## src/rtl/hazard_ctrl_unit.sv

```systemverilog
// Pipeline hazard controller: load-use stall detection, taken-branch flush
// window sequencing, and saturating debug counters for stalls and flushes.
//
// state | meaning
// RUN   | normal issue; only a taken-branch pulse flushes
// FLUSH | flush window still open after a taken branch, fcnt cycles remain
module hazard_ctrl_unit #(
    parameter int FLUSH_CYCLES = 2,
    parameter int CNT_W        = 16
) (
    input  logic             clk_i,
    input  logic             rst_i,
    input  logic [4:0]       ifid_rs_i,
    input  logic [4:0]       ifid_rt_i,
    input  logic             ifid_uses_rt_i,
    input  logic             idex_memread_i,
    input  logic [4:0]       idex_rt_i,
    input  logic             branch_taken_i,
    output logic             pc_write_o,
    output logic             ifid_write_o,
    output logic             ifid_flush_o,
    output logic             lw_bubble_o,
    output logic             b_bubble_o,
    output logic [CNT_W-1:0] stall_cnt_o,
    output logic [CNT_W-1:0] flush_cnt_o
);

    typedef enum logic {
        RUN   = 1'b0,
        FLUSH = 1'b1
    } state_t;

    localparam logic [2:0] FC_RELOAD = (FLUSH_CYCLES > 1) ? 3'(FLUSH_CYCLES - 2) : 3'd0;
    localparam logic       FC_MULTI  = (FLUSH_CYCLES > 1);

    state_t     state, state_nxt;
    logic [2:0] fcnt, fcnt_nxt;
    logic       hz, fl;

    always_ff @(posedge clk_i or posedge rst_i) begin
        if (rst_i) begin
            state <= RUN;
            fcnt  <= 3'd0;
        end else begin
            state <= state_nxt;
            fcnt  <= fcnt_nxt;
        end
    end

    always_comb begin
        state_nxt    = state;
        fcnt_nxt     = fcnt;
        hz           = 1'b0;
        fl           = 1'b0;
        lw_bubble_o  = 1'b0;
        b_bubble_o   = 1'b0;
        ifid_flush_o = 1'b0;
        pc_write_o   = 1'b1;
        ifid_write_o = 1'b1;

        // Strobes are forced to their idle values while reset is held.
        if (!rst_i) begin
            hz = idex_memread_i && (idex_rt_i != 5'd0) &&
                 ((idex_rt_i == ifid_rs_i) ||
                  (ifid_uses_rt_i && (idex_rt_i == ifid_rt_i)));
            fl = branch_taken_i || (state == FLUSH);
        end

        b_bubble_o   = fl;
        ifid_flush_o = fl;
        lw_bubble_o  = hz && !fl;
        pc_write_o   = !lw_bubble_o;
        ifid_write_o = !lw_bubble_o;

        // A new taken branch always restarts the window, even mid-flush.
        if (branch_taken_i) begin
            state_nxt = FC_MULTI ? FLUSH : RUN;
            fcnt_nxt  = FC_RELOAD;
        end else if (state == FLUSH) begin
            if (fcnt == 3'd0) begin
                state_nxt = RUN;
            end else begin
                fcnt_nxt = fcnt - 3'd1;
            end
        end
    end

    always_ff @(posedge clk_i or posedge rst_i) begin
        if (rst_i) begin
            stall_cnt_o <= '0;
            flush_cnt_o <= '0;
        end else begin
            if (lw_bubble_o && (stall_cnt_o != '1))
                stall_cnt_o <= stall_cnt_o + CNT_W'(1);
            if (branch_taken_i && (flush_cnt_o != '1))
                flush_cnt_o <= flush_cnt_o + CNT_W'(1);
        end
    end

endmodule

```

## config.mk

```make
export PLATFORM = sky130hd
export DESIGN_NAME = hazard_ctrl_unit
export DESIGN_NICKNAME = d
export VERILOG_FILES = /design/src/rtl/hazard_ctrl_unit.sv
export SDC_FILE = /design/constraint.sdc
export NUM_CORES = 1
export LEC_CHECK = 0
export BUFFER_PORTS_ARGS = -buffer_cell sky130_fd_sc_hd__buf_2
export CAP_MARGIN = 25
export CORE_MARGIN = 2
export CORE_UTILIZATION = 30
export CTS_CLUSTER_SIZE = 8
export DETAILED_ROUTE_END_ITERATION = 8
export PLACE_DENSITY = 0.61
export REMOVE_ABC_BUFFERS = 1
export SLEW_MARGIN = 25
export SYNTH_ARGS = -nofsm -noshare
export SYNTH_HDL_FRONTEND = slang
export SYNTH_SLANG_ARGS = --single-unit
export TNS_END_PERCENT = 50
```

## constraint.sdc

```tcl
create_clock -name clk_i -period 2.03 [get_ports clk_i]
set_input_delay 0.1015 -clock clk_i [delete_from_list [all_inputs] [get_ports clk_i]]
set_output_delay 0.1015 -clock clk_i [all_outputs]
set_load 0.01 [all_outputs]
```

# --- After elaboration in Yosys (flattened, before gate mapping) ---
# Cells that the tools add are included.
totals:
  reg_bits: 36
  inputBits: 20
  out_inout_bits: 37
  wordCells: 34
classes:
  addsub: 3
  eq_ne: 5
  n_mux: 8
  n_reduce_logical: 14
ops:
  columns: ["cell", "n"]
  rows:
  - ["$add 16x1->16 const B", 2]
  - ["$ne 16x16->1 const B", 2]
  - ["$eq 5x5->1", 2]
  - ["$mux 3", 3]
  - ["$logic_and 1x1->1", 6]
  - ["$mux 1", 5]
  - ["$reduce_bool 5->1", 1]
  - ["$logic_not 3->1", 1]
  - ["$sub 3x1->3 const B", 1]
  - ["$logic_not 1->1", 2]
  - ["$logic_or 1x1->1", 2]
  - ["$ne 2x2->1 const B", 1]
  - ["$reduce_and 2->1", 1]
  - ["$reduce_bool 2->1", 1]

# --- Longest topological paths before layout ---
# Gate-level depths: netlist of the first run.
depth:
  word_depth: 7
  mapped_depth: 8
  ltp_nobuf: 8

# --- Worst setup path after synthesis of the first run ---
# No wires, ideal clock.
synth_timing:
  path_kind: "input port to flip-flop"
  start: "in rst_i"
  end: "reg stall_cnt_o[14]"
  setup_time_ps: 128
  t_arrival_ps: 2031
  t_required_ps: 1902
  setup_slack_ps: -128
  cell_stages: 5
  path_buffers: 0
  path_cell_list: "inv_1 > o2111ai_4 > nor4_2 > nand4_1 > mux2_1"
synth_between:
  elab_chain_cells: 4
  word_cells_on_any_way: 5
  cone_classes: "mux: 2; reduce/logical: 3"
synth_lines:
  columns: ["element", "line_no", "rtl"]
  rows:
  - ["start, declared", "12", "input logic rst_i,"]
  - ["$mux 1", "62", "if (!rst_i) begin"]
  - ["$logic_not 1->1", "71", "lw_bubble_o = hz && !fl;"]
  - ["$logic_and 1x1->1 *", "71", null]
  - ["$logic_and 1x1->1 *", "93", "if (lw_bubble_o && (stall_cnt_o != '1))"]
  - ["end signal, assigned", "94", "stall_cnt_o <= stall_cnt_o + CNT_W'(1);"]
  - ["end, declared", "24", "output logic [CNT_W-1:0] stall_cnt_o,"]
# Mark *: on every way between the ends. The rest lies on a longest branch, timed or not.
# A chain may end at the register's enable or synchronous reset.

# --- Worst setup path in the final report of the first run ---
layout_timing:
  start: "reg stall_cnt_o[1]"
  end: "reg stall_cnt_o[1]"
layout_between:
  elab_chain_cells: 2
  word_cells_on_any_way: 3
  cone_classes: "add/sub: 1; eq/ne: 1; reduce/logical: 1"
layout_lines:
  columns: ["element"]
  rows:
  - ["parallel branches: the longest is 2 deep, another holds $add 16x1->16"]
# Several ways; the timed one is not identified.

==> metrics.md, run 1 <==
| Metric | Value |
|---|---|
| Min Tclk post-route | 1.85 ns |
| Initial antenna violation count | 0 |
| Die area | 7130 sq um |
| Reg2reg start | stall_cnt_o[1]$_DFFE_PP0P_ |
| Avg Cell Area, Syn | 10.5 sq um |
| Critical Path AT | 2.02 ns |
| Outcome | finished clean |
| Async SR Flop Fraction | 1.00 |
| Routability cong. | 0.757 |
| Die width | 84.4 um |
| Initial Utilization | 0.307 |
| DR WL/cell | 12.0 um |
| Area Overhead vs Synth | 25.7% |
| Ratio of cells with drive above 1 in the final layout | 0.312 |
| Leading area contributor after synthesis | dfrtp_1 |
| Worst Hold Class | in2async |
| CTS Hold Buffers Added | 0 |
| VDD IR max | 0.411 mV |
| Maxcap violations | 0 |
| First-pass GRT wire length | 6720 um |
| Vias per inst | 4.76 |
| Post-Synth XOR/XNOR Area | 0.172 |
| RSZ-0062 raised after global routing | no |
| Post-Synthesis Cells | 185 |
| Logic pwr share | 0.225 |
| #FFs+latches synth | 36 |
| Post-synth top flop | dfrtp_1 |
| Detailed-route via count | 1555 |
| Diode count | 0 |
| Commonest cells post-synth | dfrtp_1, xnor2_1, nand3_1 |
| Post-synthesis compound-gate area fraction | 0.0509 |
| Register share of total power | 0.463 |
| DP Worst Slack | 0.198 ns |
| HPWL after DPL | 2960 um |
| Synthesized area | 1940 sq um |
| Final hold violations | 0 |
| Fin nets | 273 |
| Initial DRC Count | 61 |
| Vias in the first global route | 1456 |
| Sw Ratio | 0.303 |
| Final worst-path cycle share | 0.909 |
| Setup slack, reg-to-reg | 0.18 ns |
| CP max FO | 5 |
| Post-Synth Adder-Cell Area | 0.0258 |
| Fillers | 659 |
| Largest net degree at the start of global routing | 37 |
| CTS resizes | 0 |
| Worst setup startpoint | stall_cnt_o[1]$_DFFE_PP0P_ |
| Fmax | 542 MHz |
| Core area | 6310 sq um |
| Clock root buffer | clkbuf_8 |
| Clock Power Share | 0.312 |
| CTS tree | yes |
| CP Launch Type | register |
| IO buf count | 56 |
| Worst Skew | 0.00478 ns |
| CP Capture Type | register |
| Final Power | 2.02 mW |
| Boundary Pins | 57 |
| Setup Viol. Count Final | 0 |
| Cell Pwr Density | 828 nW/um^2 |
| # Post-CTS Setup Buffers | 0 |
| Max-slew violations | 0 |
| Setup slack after layout | 0.185 ns |
| P_int | 1.41 mW |
| Yosys cell types | 36 |
| Worst Tran Pin Value | 0.473 ns |
| Yosys warnings | 0 |
| Synth area leaders | dfrtp_1, xnor2_1, nand3_1 |
| Die Y | 84.4 um |
| Total gr overflow | 0 |
| Number of synthesized flops with an enable pin | 0 |
| Main combinational cell family by area after synthesis | simple AND/OR/NAND/NOR gates |
| Final WL | 3930 um |
| Max_slew headroom | 0.684 |
| Register area share after synthesis | 0.464 |
| H-tree depth | 2 |
| Clock Tree Buf Depth | 2 |
| TritonCTS Buffers | 5 |
| CTS clk-pin slew, worst paths | 0.08 ns |
| Clk_lat worst skew | 0.28 ns |
| DRC | 0 |
| Antenna Nets Post-Route | 0 |
| Post-Synth Simple-Gate Area | 0.240 |
| All-layer global routing usage | 0.115 |
| Leak | 1.16 nW |
| P_sw | 613 uW |
| Post-synthesis mux area share | 0.0193 |
| Num rows | 29 |
| Req. time, crit path | 2.20 ns |
| 1st-pass router iterations | 4 |
| CTS sink count | 36 |
| Crit Path Class | reg2reg |
| Top-count cell post-synth | dfrtp_1 |
| R2r worst-path depth | 6 |
| Share of the synthesized area in the top cell type | 0.464 |
## through the flow
stage          hold WS [ns]  TNS [ns]  instances  cell area [sq um]   util
2_1_floorplan         0.168    -0.319        181               1910      -
3_3_place_gp          0.324         0        319               2330  0.369
3_5_place_dp          0.336         0        319               2330  0.369
4_1_cts              0.0223         0        327               2440  0.386
5_1_grt              0.0427         0        327               2440  0.386
6_report            0.00375         0        327               2440  0.386
## cells by family after synthesis
family / count (synthesis)
buf+inv: 11
fa+ha+maj: 4
simple gates: 83
compound gates: 10
xor+xnor: 38
flops: 36
mux: 3
## final timing paths
| check | end |
|---|---|
| max | stall_cnt_o[1]$_DFFE_PP0P_ |
| min | stall_cnt_o[15]$_DFFE_PP0P_ |
| min in group clk_i | fcnt[2]$_DFFE_PP0P_ |
| min reg2reg | fcnt[1]$_DFFE_PP0P_ |
| max reg2reg | stall_cnt_o[1]$_DFFE_PP0P_ |
| max in group asynchronous | flush_cnt_o[13]$_DFFE_PP0P_ |
## metal layers
| layer | part of all wire | track usage |
|---|---|---|
| met5 | 0 | 0 |
| met4 | 0.0084 | 0.0390 |
| met3 | 0.074 | 0.0344 |
| met2 | 0.47 | 0.185 |
| met1 | 0.45 | 0.148 |
## cells in the final DEF (no fill, tap or decap), types with 2 or more instances in the layout
cell type,synthesis,final
xor2_1,5,5
buf_2,1,56
clkbuf_8,0,5
or3_1,2,2
and4_1,2,2
nand2_1,15,15
and3_1,4,4
nor3_1,3,3
a21oi_1,4,4
nand3_1,20,20
ha_1,4,4
nand4_1,11,11
xnor2_1,33,33
nand2b_1,3,3
buf_4,3,5
inv_1,7,7
dfrtp_1,36,36
nor2_1,13,13
## cell type report
cell class	instances	area, sq um	area share
Clock buffer	5	68.8	0.0282
Tap cell	77	96.3	0.0395
Clock inverter	3	42.5	0.0174
Sequential cell	36	901	0.369
Timing Repair Buffer	61	318	0.130
Inverter	7	26.3	0.0108
Multi-Input combinational cell	138	986	0.404
## worst max-delay path, stage by stage (launching register included)
cell     delay [ns]
dfrtp_1        0.40
ha_1           0.26
nand2_1        0.13
nor4_4         0.36
a41oi_4        0.18
nand2_4        0.11
mux2_4         0.29
## sequential cells by signal, summed over array words and instances, names as in the netlist
name / count
flush_cnt_o: 16
state: 1
stall_cnt_o: 16
fcnt: 3
## power groups by stage
| stage | clock, mW | combinational [mW] | sequential (mW) |
|---|---|---|---|
| global placement | 0 | 0.451 | 0.944 |
| detailed placement | 0 | 0.461 | 0.952 |
| global route | 0.682 | 0.511 | 0.957 |
| CTS | 0.657 | 0.463 | 0.937 |
| finish | 0.629 | 0.455 | 0.936 |
| floorplan | 0 | 0.264 | 0.967 |
(Power assumes the default switching activity.)
==> run 2, diff against run 1 <==
PLACE_DENSITY = 0.63   (was 0.61)
REMOVE_ABC_BUFFERS = not set   (was 1)
clock period = 1.5 ns   (was 2.03 ns; I/O delays follow)
==> metrics.md, run 2 (same netlist as run 1, synthesis figures left out) <==
| Metric | Value |
|---|---|
| Final Power | 2.75 mW (+36%) |
| Die Y | 84.4 um (unchanged) |
| Initial Utilization | 0.307 (unchanged) |
| Leak | 1.46 nW (+25%) |
| Final hold violations | 0 (unchanged) |
| Setup slack, reg-to-reg | -0.12 ns (-0.31 ns) |
| Die width | 84.4 um (unchanged) |
| Fmax | 617 MHz (+14%) |
| Cell Pwr Density | 928 nW/um^2 (+12%) |
| H-tree depth | 2 (unchanged) |
| GR met3 Demand/Resource | 0.0305 (-0.00393) |
| Clk_lat worst skew | 0.29 ns (about the same) |
| RSZ-0062 raised after global routing | yes |
| Detailed-route via count | 1735 (+12%) |
| Outcome | complete, but fails checks |
| Worst setup endpoint | stall_cnt_o[1]$_DFFE_PP0P_ |
| CTS sink count | 36 (unchanged) |
| Post-synthesis net count | 209 |
| Maxcap violations | 0 (unchanged) |
| First-pass GRT wire length | 7630 um (+14%) |
| VDD IR max | 0.855 mV (+110%) |
| Worst Tran Pin Value | 0.467 ns (-0.00563 ns) |
| Critical Path AT | 1.79 ns (-0.23 ns) |
| Met2 GRT Util | 0.225 (+0.0397) |
| Ratio of cells with drive above 1 in the final layout | 0.515 (+0.203) |
| CTS tree | yes |
| All-layer global routing usage | 0.131 (+0.0160) |
| Setup Viol. Count Final | 15 (+15) |
| Req. time, crit path | 1.67 ns (-0.53 ns) |
| Clock Tree Buf Depth | 2 (unchanged) |
| Crit Path Class | reg2reg |
| Failing checks | setup timing |
| Commonest cells after routing, fill and taps aside | buf_2, buf_4, dfrtp_1 |
| Initial antenna violation count | 0 (unchanged) |
| Routability cong. | 0.817 (+8.0%) |
| IO buf count | 56 (unchanged) |
| DR WL/cell | 12.3 um (+2.3%) |
| DP Area | 2680 sq um (+15%) |
| Gr busiest metal | met2 |
| Post-Route Utilization | 0.470 (+0.0836) |
| Vias per inst | 4.64 (-2.4%) |
| Worst Skew | 0.0100 ns (+0.00525 ns) |
| DRC | 0 (unchanged) |
| Commonest non-fill, non-tap cell in the layout | buf_2 |
| Initial DRC Count | 35 (-43%) |
| Area occupied by multi-input gates | 1170 sq um (+19%) |
| DP Worst Slack | -0.197 ns (-0.395 ns) |
| Setup slack after layout | -0.121 ns (-0.306 ns) |
| Final WL | 4600 um (+17%) |
| HPWL after DPL | 3470 um (+17%) |
| Fin nets | 320 (+17%) |
| Antenna Nets Post-Route | 0 (unchanged) |
| CTS clk-pin slew, worst paths | 0.07 ns (about the same) |
| FF/Latch Area | 903 sq um (+0.28%) |
| TritonCTS Buffers | 5 (unchanged) |
| R2r worst-path depth | 5 (-1) |
| Vias in the first global route | 1697 (+17%) |
| Largest net degree at the start of global routing | 37 (unchanged) |
| Min Tclk post-route | 1.62 ns (-0.224 ns) |
| Diode count | 0 (unchanged) |
| Core area | 6310 sq um (unchanged) |
| Worst setup startpoint | stall_cnt_o[14]$_DFFE_PP0P_ |
| CP Launch Type | register |
| Die area | 7130 sq um (unchanged) |
| Area Overhead vs Synth | 52.9% |
| Total gr overflow | 0 (unchanged) |
| Clock root buffer | clkbuf_8 |
| CP Capture Type | register |
| Final worst-path cycle share | 1.08 (+0.172) |
| Biggest regs | flush_cnt_o (16), stall_cnt_o (16), fcnt (3) |
| Boundary Pins | 57 (unchanged) |
| Worst Hold Class | in2reg |
| Design Area, Final | 2970 sq um (+22%) |
| RR Endpoint | stall_cnt_o[1]$_DFFE_PP0P_ |
| Reg2reg start | stall_cnt_o[14]$_DFFE_PP0P_ |
| M1 GR Usage | 0.165 (+0.0165) |
| Fillers | 623 (-5.5%) |
| Max-slew violations | 0 (unchanged) |
| Num rows | 29 (unchanged) |
| 1st-pass router iterations | 4 (unchanged) |
| Max_slew headroom | 0.689 (+0.00444) |
| CP max FO | 2 (-3) |
[run 2: changes by cell type in the layout (fill, tap and decap cells not counted), moves of 3 or more]
| cell | change |
|---|---|
| buf_4 | +45 |
| nand3_1 | -8 |
| nand3_4 | +6 |
| nor2_1 | -3 |
| nor2_2 | +3 |
| xnor2_1 | -7 |
| xnor2_2 | +7 |
[run 2: routing by layer]
metal / vias to the layer above / routed length, um
li1: 867 / -
met1: 835 / 2020
met2: 30 / 2380
met3: 3 / 164
met4: 0 / 34
met5: - / 0
[run 2: worst min path at each step]
| stage | from | to | slack, ns | cells past startpoint |
|---|---|---|---|---|
| final | branch_taken_i | fcnt[2]$_DFFE_PP0P_ | 0.18 | 3 |
| after global routing | branch_taken_i | fcnt[2]$_DFFE_PP0P_ | 0.19 | 3 |
| after CTS | branch_taken_i | fcnt[2]$_DFFE_PP0P_ | 0.17 | 3 |
| after detailed placement | rst_i | state$_DFF_PP0_ | 0.28 | 3 |
| after global placement | rst_i | state$_DFF_PP0_ | 0.28 | 3 |
| after floorplan | rst_i | fcnt[0]$_DFFE_PP0P_ | 0.04 | 1 |
[run 2: area by class of cell]
cell class | instances | share of cell area
Clock buffer | 7 | 0.0257
Clock inverter | 1 | 0.00169
Inverter | 7 | 0.0101
Multi-Input combinational cell | 138 | 0.394
Sequential cell | 36 | 0.305
Tap cell | 77 | 0.0325
Timing Repair Buffer | 108 | 0.231
[run 2: worst max-delay path, cell delays in order (launching register included)]
cell	delay (ns)
dfrtp_1	0.35
nand4_1	0.19
nor4_4	0.37
a41oi_4	0.19
nand2_4	0.10
mux2_4	0.29
[run 2: repair_timing]
| action | CTS | global route |
|---|---|---|
| hold endpoints to repair | 36 | 0 |
| setup buffers | 0 | 2 |
| hold buffers | 1 | 0 |
| resized for setup | 12 | 20 |
| pin swaps | 9 | 8 |
| endpoints found under the setup margin | 20 | 26 |
[run 2: per-stage QoR]
step	setup TNS, ns	cells	hold slack, ns
6_report	-0.963	374	0.177
4_1_cts	-0.877	372	0.166
3_3_place_gp	-1.05	363	0.275
3_5_place_dp	-1.25	363	0.281
2_1_floorplan	-0.866	185	0.0432
5_1_grt	-2.89	374	0.191
[run 2: power by group]
| part | leakage (nW) | internal [mW] | switching, mW |
|---|---|---|---|
| clock | 0.0422 | 0.326 | 0.335 |
| sequential | 0.480 | 1.12 | 0.0946 |
| combinational | 0.936 | 0.450 | 0.431 |
| total | 1.46 | 1.89 | 0.860 |
==> run 3, diff against run 2 <==
PLACE_DENSITY = 0.6   (was 0.63)
clock period = 1.9 ns   (was 1.5 ns; I/O delays follow)
==> metrics.md, run 3 (same netlist as run 1, synthesis figures left out) <==
| Metric | Value |
|---|---|
| Req. time, crit path | 2.07 ns (+0.40 ns) |
| Crit Path Class | reg2reg |
| Commonest cells after routing, fill and taps aside | buf_2, dfrtp_1, xnor2_1 |
| GR met3 Demand/Resource | 0.0324 (+0.00197) |
| Final WL | 4130 um (-10%) |
| Min Tclk post-route | 1.72 ns (+0.103 ns) |
| Post-synthesis net count | 209 (unchanged) |
| Diode count | 0 (unchanged) |
| All-layer global routing usage | 0.123 (-0.00800) |
| Initial Utilization | 0.307 (unchanged) |
| CTS clk-pin slew, worst paths | 0.07 ns (about the same) |
| TritonCTS Buffers | 5 (unchanged) |
| Fin Setup TNS | 0 ns (+0.963 ns) |
| Die Y | 84.4 um (unchanged) |
| CP Launch Type | register |
| IO buf count | 56 (unchanged) |
| Clock Tree Buf Depth | 2 (unchanged) |
| Total gr overflow | 0 (unchanged) |
| DRC | 0 (unchanged) |
| Critical Path AT | 1.89 ns (+0.10 ns) |
| P_int | 1.37 mW (-28%) |
| CTS tree | yes |
| Outcome | finished clean |
| Design Area, Final | 2460 sq um (-17%) |
| Final worst-path cycle share | 0.907 (-0.174) |
| Initial antenna violation count | 0 (unchanged) |
| VDD IR max | 0.744 mV (-13%) |
| Setup Viol. Count Final | 0 (-15) |
| Placed cell count | 324 (-11%) |
| Initial DRC Count | 46 (+31%) |
| DP Area | 2370 sq um (-12%) |
| Sw Ratio | 0.317 (+0.00469) |
| Register share of total power | 0.499 (+0.059) |
| Worst Hold Class | in2reg |
| Met2 GRT Util | 0.204 (-0.0209) |
| Num rows | 29 (unchanged) |
| Maxcap violations | 0 (unchanged) |
| DR WL/cell | 12.4 um (+1.2%) |
| Worst Tran Pin Value | 0.459 ns (-0.00800 ns) |
| CTS resizes | 0 (-12) |
| Cell Pwr Density | 817 nW/um^2 (-12%) |
| Max_slew headroom | 0.694 (+0.00533) |
| Fmax | 580 MHz (-6.0%) |
| Die area | 7130 sq um (unchanged) |
| Logic pwr share | 0.247 (-0.073) |
| Vias in the first global route | 1565 (-7.8%) |
| RSZ-0062 raised after global routing | no |
| Clock root buffer | clkbuf_8 |
| Area Overhead vs Synth | 26.6% |
| HPWL after DPL | 3100 um (-11%) |
| 1st-pass router iterations | 4 (unchanged) |
| M1 GR Usage | 0.159 (-0.00564) |
| CP Capture Type | register |
| Largest net degree at the start of global routing | 37 (unchanged) |
| Clk_lat worst skew | 0.28 ns (about the same) |
| Fin nets | 279 (-13%) |
| P_sw | 636 uW (-26%) |
| Antenna Nets Post-Route | 0 (unchanged) |
| H-tree depth | 2 (unchanged) |
| Biggest regs | flush_cnt_o (16), stall_cnt_o (16), fcnt (3) |
| Final hold violations | 0 (unchanged) |
| Layout Cells excl Fill | 332 (-11%) |
| Max-slew violations | 0 (unchanged) |
| Detailed-route via count | 1555 (-10%) |
| Fillers | 661 (+6.1%) |
| First-pass GRT wire length | 7220 um (-5.3%) |
| Worst Skew | 0.00667 ns (-0.00336 ns) |
| CP max FO | 5 (+3) |
| Ratio of cells with drive above 1 in the final layout | 0.322 (-0.194) |
| CTS sink count | 36 (unchanged) |
| Routability cong. | 0.776 (-5.0%) |
| Vias per inst | 4.68 (+0.96%) |
| Commonest non-fill, non-tap cell in the layout | buf_2 |
| Clock Power Share | 0.254 (+0.014) |
| # Post-CTS Setup Buffers | 0 (unchanged) |
| Gr busiest metal | met2 |
| Final Power | 2.01 mW (-27%) |
| Core area | 6310 sq um (unchanged) |
| Leak | 1.18 nW (-19%) |
| Hold_ws | 0.127 ns (-0.0504 ns) |
| Die width | 84.4 um (unchanged) |
| Boundary Pins | 57 (unchanged) |
## run 3: cell count changes in the layout (fill, tap and decap cells not counted), sizes merged
cell    change
buf        -41
clkbuf      -1
## run 3: per-layer routing
metal / routed length, um / vias up
met4: 35 / 0
met5: 0 / -
li1: - / 774
met2: 1990 / 35
met3: 201 / 5
met1: 1900 / 741
## run 3: metrics by stage
step,setup WS [ns],utilization
global placement,0.153,0.375
floorplan,0.0384,-
global route,0.0411,0.389
detailed placement,0.0928,0.375
finish,0.176,0.389
CTS,0.0828,0.389
## run 3: critical path, stage by stage (launching register included)
cell	delay [ns]
dfrtp_1	0.44
nand3_1	0.20
nor4_4	0.40
a41oi_4	0.17
nand2_4	0.11
mux2_4	0.29
## run 3: cell type report
class	count	area (sq um)	area share
Clock buffer	6	72.6	0.0295
Timing Repair Buffer	67	365	0.149
Multi-Input combinational cell	138	986	0.401
Clock inverter	1	5.00	0.00204
Inverter	7	30.0	0.0122
Tap cell	77	96.3	0.0392
Sequential cell	36	901	0.367
## run 3: power groups by stage
stage               clock network, mW  registers, mW  logic, mW
CTS                             0.528          0.999      0.508
detailed placement                  0           1.01      0.504
global placement                    0           1.01      0.497
finish                          0.510           1.00      0.496
floorplan                           0           1.03      0.291
global route                    0.565           1.02      0.570
## run 3: worst paths after layout
kind                       cells after the start                       start  slack (ns)                          to
max                                            5  stall_cnt_o[6]$_DFFE_PP0P_        0.18  stall_cnt_o[1]$_DFFE_PP0P_
min                                            2              branch_taken_i        0.13         fcnt[2]$_DFFE_PP0P_
max reg2reg                                    5  stall_cnt_o[6]$_DFFE_PP0P_        0.18  stall_cnt_o[1]$_DFFE_PP0P_
min reg2reg                                    2         fcnt[1]$_DFFE_PP0P_        0.49         fcnt[1]$_DFFE_PP0P_
max in group asynchronous                      4                       rst_i        1.04  stall_cnt_o[4]$_DFFE_PP0P_
min in group asynchronous                      4                       rst_i        0.53  stall_cnt_o[2]$_DFFE_PP0P_
## run 3: what timing repair did
item,4_1_cts,5_1_grt
setup endpoints to repair,0,10
hold endpoints to repair,32,0
hold buffers,1,0
